$ cat src/rtl/capture_seq.sv
// Capture sequencer: owns the channel-trigger arm signal, combines channel triggers,
// and steps capture RAM writes through prefill, armed wait, post-trigger count and done.
module capture_seq #(
  parameter int ADDR_W = 9,
  parameter int NUM_CH = 5
) (
  input  logic              clk,
  input  logic              rst,
  input  logic              start,
  input  logic              clr_done,
  input  logic [ADDR_W-1:0] trig_pos,
  input  logic              sample_en,
  input  logic [NUM_CH-1:0] CH_Trig,
  output logic              armed,
  output logic              triggered,
  output logic              we,
  output logic [ADDR_W-1:0] waddr,
  output logic [ADDR_W-1:0] trig_addr,
  output logic              capture_done
);

  typedef enum logic [2:0] {
    S_IDLE,
    S_PREFILL,
    S_ARMED,
    S_POST,
    S_DONE
  } state_e;

  state_e            state_q, state_d;
  logic [ADDR_W-1:0] waddr_q, waddr_d;
  logic [ADDR_W-1:0] trig_addr_q, trig_addr_d;
  logic [ADDR_W-1:0] pre_cnt_q, pre_cnt_d;
  logic [ADDR_W-1:0] post_cnt_q, post_cnt_d;
  logic [ADDR_W-1:0] tp_q, tp_d;
  logic              pend_q, pend_d;
  logic              triggered_q, triggered_d;
  logic              armed_q;
  logic              done_q;
  logic              we_c;
  logic              all_trig;
  logic [ADDR_W-1:0] pre_target;

  assign all_trig   = &CH_Trig;
  assign pre_target = {ADDR_W{1'b1}} - tp_q;

  // pend_q marks a trigger taken without a strobe: the next strobed sample is the
  // trigger sample itself, lands at trig_addr and does not consume the post count.
  always_comb begin
    state_d     = state_q;
    waddr_d     = waddr_q;
    trig_addr_d = trig_addr_q;
    pre_cnt_d   = pre_cnt_q;
    post_cnt_d  = post_cnt_q;
    tp_d        = tp_q;
    pend_d      = pend_q;
    triggered_d = triggered_q;
    we_c        = 1'b0;
    unique case (state_q)
      S_IDLE: begin
        if (start) begin
          state_d     = S_PREFILL;
          waddr_d     = '0;
          pre_cnt_d   = '0;
          tp_d        = trig_pos;
          triggered_d = 1'b0;
          pend_d      = 1'b0;
        end
      end
      S_PREFILL: begin
        if (sample_en) begin
          we_c      = 1'b1;
          waddr_d   = waddr_q + ADDR_W'(1);
          pre_cnt_d = pre_cnt_q + ADDR_W'(1);
        end
        if (pre_cnt_q >= pre_target) begin
          state_d = S_ARMED;
        end
      end
      S_ARMED: begin
        if (sample_en) begin
          we_c    = 1'b1;
          waddr_d = waddr_q + ADDR_W'(1);
        end
        if (all_trig) begin
          state_d     = S_POST;
          trig_addr_d = waddr_q;
          triggered_d = 1'b1;
          post_cnt_d  = tp_q;
          pend_d      = ~sample_en;
        end
      end
      S_POST: begin
        if (pend_q) begin
          if (sample_en) begin
            we_c    = 1'b1;
            waddr_d = waddr_q + ADDR_W'(1);
            pend_d  = 1'b0;
            if (post_cnt_q == '0) begin
              state_d = S_DONE;
            end
          end
        end else if (post_cnt_q == '0) begin
          state_d = S_DONE;
        end else if (sample_en) begin
          we_c       = 1'b1;
          waddr_d    = waddr_q + ADDR_W'(1);
          post_cnt_d = post_cnt_q - ADDR_W'(1);
          if (post_cnt_q == ADDR_W'(1)) begin
            state_d = S_DONE;
          end
        end
      end
      S_DONE: begin
        if (clr_done) begin
          state_d = S_IDLE;
        end
      end
      default: begin
        state_d = S_IDLE;
      end
    endcase
  end

  // Status flags decode the next state so they line up with the state register.
  always_ff @(posedge clk) begin
    if (rst) begin
      state_q     <= S_IDLE;
      waddr_q     <= '0;
      trig_addr_q <= '0;
      pre_cnt_q   <= '0;
      post_cnt_q  <= '0;
      tp_q        <= '0;
      pend_q      <= 1'b0;
      triggered_q <= 1'b0;
      armed_q     <= 1'b0;
      done_q      <= 1'b0;
    end else begin
      state_q     <= state_d;
      waddr_q     <= waddr_d;
      trig_addr_q <= trig_addr_d;
      pre_cnt_q   <= pre_cnt_d;
      post_cnt_q  <= post_cnt_d;
      tp_q        <= tp_d;
      pend_q      <= pend_d;
      triggered_q <= triggered_d;
      armed_q     <= (state_d == S_ARMED);
      done_q      <= (state_d == S_DONE);
    end
  end

  assign armed        = armed_q;
  assign triggered    = triggered_q;
  assign we           = we_c;
  assign waddr        = waddr_q;
  assign trig_addr    = trig_addr_q;
  assign capture_done = done_q;

endmodule

$ cat config.mk
export PLATFORM = sky130hd
export DESIGN_NAME = capture_seq
export DESIGN_NICKNAME = d
export VERILOG_FILES = /design/src/rtl/capture_seq.sv
export SDC_FILE = /design/constraint.sdc
export NUM_CORES = 1
export LEC_CHECK = 0
export BUFFER_PORTS_ARGS = -buffer_cell sky130_fd_sc_hd__buf_2
export CAP_MARGIN = 40
export CELL_PAD_IN_SITES_DETAIL_PLACEMENT = 1
export CELL_PAD_IN_SITES_GLOBAL_PLACEMENT = 1
export CORE_MARGIN = 2
export CORE_UTILIZATION = 41
export CTS_BUF_LIST = sky130_fd_sc_hd__clkbuf_16
export DETAILED_ROUTE_END_ITERATION = 7
export PLACE_DENSITY = 0.86
export SYNTH_ARGS = -nofsm -noshare
export SYNTH_HDL_FRONTEND = slang
export SYNTH_SLANG_ARGS = --single-unit
$ cat constraint.sdc
create_clock -name clk -period 2.5 [get_ports clk]
set_input_delay 0.625 -clock clk [delete_from_list [all_inputs] [get_ports clk]]
set_output_delay 0.625 -clock clk [all_outputs]
set_load 0.02 [all_outputs]
### After elaboration in Yosys (flattened, before gate mapping)

Index checks and enable logic that the tools add are counted.

| storage, ports and cells | value |
|---|---|
| output and inout bits | 22 |
| bits in registers | 52 |

| cells by class | value |
|---|---|
| mux-type cells | 34 |
| bitwise operators | 1 |
| equality and inequality tests | 14 |
| order comparisons | 1 |
| reductions and logical operators | 16 |
| $add $sub $neg | 4 |

Operator list:

| operator | count |
|---|---|
| $mux W9 | 9 |
| $pmux W9 S2 | 2 |
| $mux W3 | 10 |
| $pmux W9 S3 | 1 |
| $add A9 B1 Y9 const B | 2 |
| $pmux W3 S5 | 1 |
| $ne A2 B2 Y1 const B | 6 |
| $reduce_and A3 Y1 | 4 |
| $reduce_and A5 Y1 | 2 |
| $eq A3 B2 Y1 const B | 3 |
| $eq A9 B1 Y1 const B | 1 |
| $ge A9 B9 Y1 | 1 |
| $logic_not A9 Y1 | 1 |
| $sub A9 B1 Y9 const B | 1 |
| $sub A9 B9 Y9 const A | 1 |
| $mux W1 | 8 |
| $eq A3 B3 Y1 const B | 2 |
| $reduce_and A6 Y1 | 1 |
| $reduce_bool A2 Y1 | 3 |
| $reduce_bool A3 Y1 | 2 |
| $pmux W1 S2 | 2 |
| $eq A3 B1 Y1 const B | 1 |
| $logic_not A3 Y1 | 1 |
| $ne A3 B3 Y1 const B | 1 |
| other kinds (4) | 4 |

### Longest topological paths before layout

| logic depth | value |
|---|---|
| depth in word-level cells | 7 |
| gate-level depth with buffers | 8 |

### Least setup slack after synthesis

No wires, ideal clock.

| timing path | value |
|---|---|
| path type | register -> output |
| start | register post_cnt_q[0] |
| end | output we |
| path buffers | 0 |
| arrival time | 1369 ps |
| cell stages (with the launch flop) | 6 |
| setup slack | 506 ps |
| required time | 1875 ps |
| cell sequence | dfxtp_1 -> inv_1 -> ha_1 -> nor4b_2 -> nand4_1 -> and3_1 |

| on the way | value |
|---|---|
| longest elaborated chain between the ends | 4 |

Ends and longest elaborated chain:

| what | RTL line | RTL |
|---|---|---|
| start: declaration | 34 | `logic [ADDR_W-1:0] post_cnt_q, post_cnt_d;` |
| start signal: assignment | 143 | `post_cnt_q <= post_cnt_d;` |
| $logic_not A9 Y1 | 103 | `end else if (post_cnt_q == '0) begin` |
| $mux W1 | 103 |  |
| $mux W1 | 94 | `if (pend_q) begin` |
| $pmux W1 S2 | 59 | `unique case (state_q)` |
| end: declaration | 16 | `output logic we,` |

Every way passes these cells.

### Worst setup path after layout

| timing path | value |
|---|---|
| start | register state_q[0] |
| end | output we |

| on the way | value |
|---|---|
| longest elaborated chain between the ends | 3 |
| elaborated cells between the ends (all ways) | 5 |

Ends and longest elaborated chain:

| what | RTL line | RTL |
|---|---|---|
| start: declaration | 30 | `state_e state_q, state_d;` |
| start signal: assignment | 139 | `state_q <= state_d;` |
| $eq A3 B2 Y1 or $eq A3 B1 Y1 (tied branches) | 59 |  |
| $reduce_or A2 Y1 (no line) | n/a |  |
| $pmux W1 S2 (*) | 59 |  |

Every way passes the cells marked *; elsewhere a longest branch is shown, timed or not.

==> impl_metrics.tcl <==
set metrics [dict create \
    timing.reg2reg.setup_slack_ns 0.36 \
    mappedNetlistNets 366 \
    power.density_nw_per_um2 612 \
    yosys.area_share.xor_xnor_pct 4.66 \
    port_buffers 40 \
    fin_area_sq_um 3140 \
    cts_inserted_buffers 5 \
    worstReg2RegEnd "waddr[7]" \
    p_comb_share_pct 7.5 \
    leakage_nw 1.31 \
    startpoint "state_q[0]" \
    critPathMaxStageDelay_ns 0.70 \
    clk_path_buf_depth 2 \
    rsz0062_at_grt "no" \
    syn2layout_area_growth_pct 19.2 \
    n_fill_cell 789 \
    path_common_cell "nor2_1" \
    dp_hpwl_mm 5.48 \
    synth-adder-area-share_pct 6.65 \
    crit_chain "nor2_1, nor2_1, and3_1, buf_2" \
    antenna_left 0 \
    grt_pass1_wl_mm 12.6 \
    cts_tree "done" \
    worstReg2RegStart "state_q[0]" \
    detailroute.via_count 2519 \
    cts.sinks 52 \
    hold_buffers 0 \
    hold_viol_final 0 \
    ctsRootBufferMaster "clkbuf_16" \
    path_depth 4 \
    pre_cts_ws_ns 0.277 \
    slew_viol_final 0 \
    ys_ff_latch 52 \
    status "finished clean" \
    crit_type "flop to primary output" \
    rr_worst_depth 5 \
    p_int_mw 1.48 \
    synth-edff-count 0 \
    first_pass_iters 4 \
    final_common_cell "nand2_1" \
    syn_avg_cell_area_sq_um 7.91 \
    layout.nets 408 \
    arrival_ns 1.75 \
    worst_slack_ns 0.125 \
    ys_async_sr_fraction_pct 0 \
    finalSetupViolCount 0 \
    multi_input_area_sq_um 1520 \
    dieWidth_um 84.2 \
    cp.required_ns 1.88 \
    grt_max_degree 22 \
    synth-main-ff-cell "dfxtp_1" \
    grt.overflow.total 0 \
    netlist-cell-type-count 43 \
    synth_top_area_cell "dfxtp_1" \
    ys_warn_count 0 \
    swShare_pct 23.2 \
    place_area_sq_um 2940 \
    critical_path.top_delay_family "flip-flops" \
    stdcell_count 453 \
    synth_top_family_by_area "simple AND/OR/NAND/NOR gates" \
    initial_core_util_pct 42.0 \
    maxCapViolCount 0 \
    crit_path_max_fanout 15 \
    endpoint "we" \
    worst_pin_slew_ns 0.596 \
    viasPerCell 5.56 \
    place_inst 445 \
    synthesis.area_sq_um 2630 \
    synth_simple_gate_area_share_pct 27.7 \
    cts.clk_slew.worst_paths_ns 0.07 \
    power_frac_clock_pct 47.0 \
    yosys.area.top_type_share_pct 39.5 \
    grt_pass1_vias 2612 \
    min_period_ns 2.38 \
    core-area_sq_um 6280 \
    p_seq_share_pct 45.5 \
    fmax_mhz 421 \
    tns_ns 0 \
    postCtsResizedCells 0 \
    regArea_sq_um 1040 \
    synth_mux_area_share_pct 1.19 \
    peakVddDrop_mv 0.326 \
    cpMaxStageDelayCell "dfxtp_1" \
    drcViolationCount 0 \
    crit_buf_inv 1 \
    hold_class "flop to flop" \
    utilization_pct 50.0 \
    die_h_um 84.2 \
    antenna_found_initial 0 \
    wl_per_cell_um 16.5 \
    dieArea_sq_um 7080 \
    grt_usage_pct 22.5 \
    synth_compound_area_share_pct 17.1 \
    final.setup_skew_ns 0.0105 \
    dr.first_iter.drc_count 121 \
    clkLatencyLatePin_ns 0.30 \
    yosys-top-cells-area "dfxtp_1 40%, nand2_1 8.8%, a21oi_1 7.8%" \
    drt_wl_total_mm 7.48 \
    startpoint_type "flop" \
    post_cts_buffers 0 \
    seq_area_frac_synth_pct 39.5 \
    std_cell_rows 29 \
    h-tree-depth 2 \
    io-pin-count 41 \
    drive_above_1_share_pct 17.0 \
    power.switching_mw 0.446 \
    min_period_over_period_pct 95.0 \
    place_congestion 0.852 \
    n_antenna_cell 0 \
    crit_path_end_kind "primary output" \
    mostFrequentLayoutCells "62 x nand2_1, 52 x dfxtp_1, 41 x a21oi_1, 40 x buf_2, 35 x nor2_1" \
    syn_inst 333 \
    relSlewSlack_pct 60.3 \
]
[flip-flops by register name (all words and copies together) (netlist names)]
register	flops
post_cnt_q	9
triggered	1
pre_cnt_q	9
state_q	3
capture_done	1
armed	1
trig_addr	9
waddr	9
tp_q	9
pend_q	1
[worst min-delay path by stage]
stage                             from           end  slack (ns)  cells past startpoint
after CTS                 trig_addr[2]  trig_addr[2]        0.45                      2
after global placement    trig_addr[2]  trig_addr[2]        0.44                      2
after global routing      trig_addr[4]  trig_addr[4]        0.47                      2
after detailed placement  trig_addr[2]  trig_addr[2]        0.44                      2
after floorplan                tp_q[0]       tp_q[0]        0.45                      2
final                     trig_addr[2]  trig_addr[2]        0.45                      2
[cells by family (layout without fill, tap and decap cells)]
group / Yosys count / in the layout
buffers and inverters: 21 / 64
multiplexers: 3 / 3
flip-flops: 52 / 52
AND/OR/NAND/NOR: 154 / 154
AO/OA/AOI/OAI: 75 / 75
XOR/XNOR: 14 / 14
adder cells (fa/ha/maj): 14 / 14
[power groups by stage]
stage | sequential (mW) | clock, mW | combinational [mW]
global route | 0.878 | 0.954 | 0.163
global placement | 0.893 | 0 | 0.137
CTS | 0.875 | 0.925 | 0.146
floorplan | 0.882 | 0 | 0.0987
finish | 0.876 | 0.903 | 0.144
detailed placement | 0.894 | 0 | 0.144
[worst reg2reg max path: stages, from the launching register on]
cell	delay, ns
dfxtp_1	0.70
o21ai_0	0.28
a21oi_4	0.31
nand2_2	0.14
or4_1	0.49
a21oi_1	0.16
[Yosys cell counts, types with 4 or more instances]
cell      number
nor2_1        35
xor2_1        11
nand4_1        9
a21oi_1       41
and3_1         4
inv_1          8
dfxtp_1       52
or3_1          4
o21ai_0        9
nand3_1       10
nand2b_1       4
a21o_1         4
ha_1          14
nand2_1       62
nor3_1         7
nor2b_1        5
a211o_1        4
clkbuf_1      10
[routing by layer]
metal  wire length, um  part of all wire (%)  GRT usage [%]
met5                 0                     0              0
met4               148                   2.0           8.65
met3               287                   3.8           4.03
met2              3930                    53           41.2
met1              3120                    42           25.8
[through the flow]
step	power [mW]	hold slack (ns)
2_1_floorplan	0.980	0.449
3_3_place_gp	1.03	0.439
5_1_grt	1.99	0.472
6_report	1.92	0.452
4_1_cts	1.95	0.454
3_5_place_dp	1.04	0.444
[cell type report]
cell class,count,area share (%)
multi-input combinational,260,48.4
sequential,52,33.1
timing repair buffer,48,8.29
clock buffer,5,3.98
tap,77,3.07
clock inverter,3,2.19
inverter,8,0.956
Note: power is estimated with default switching activity, not from simulation.
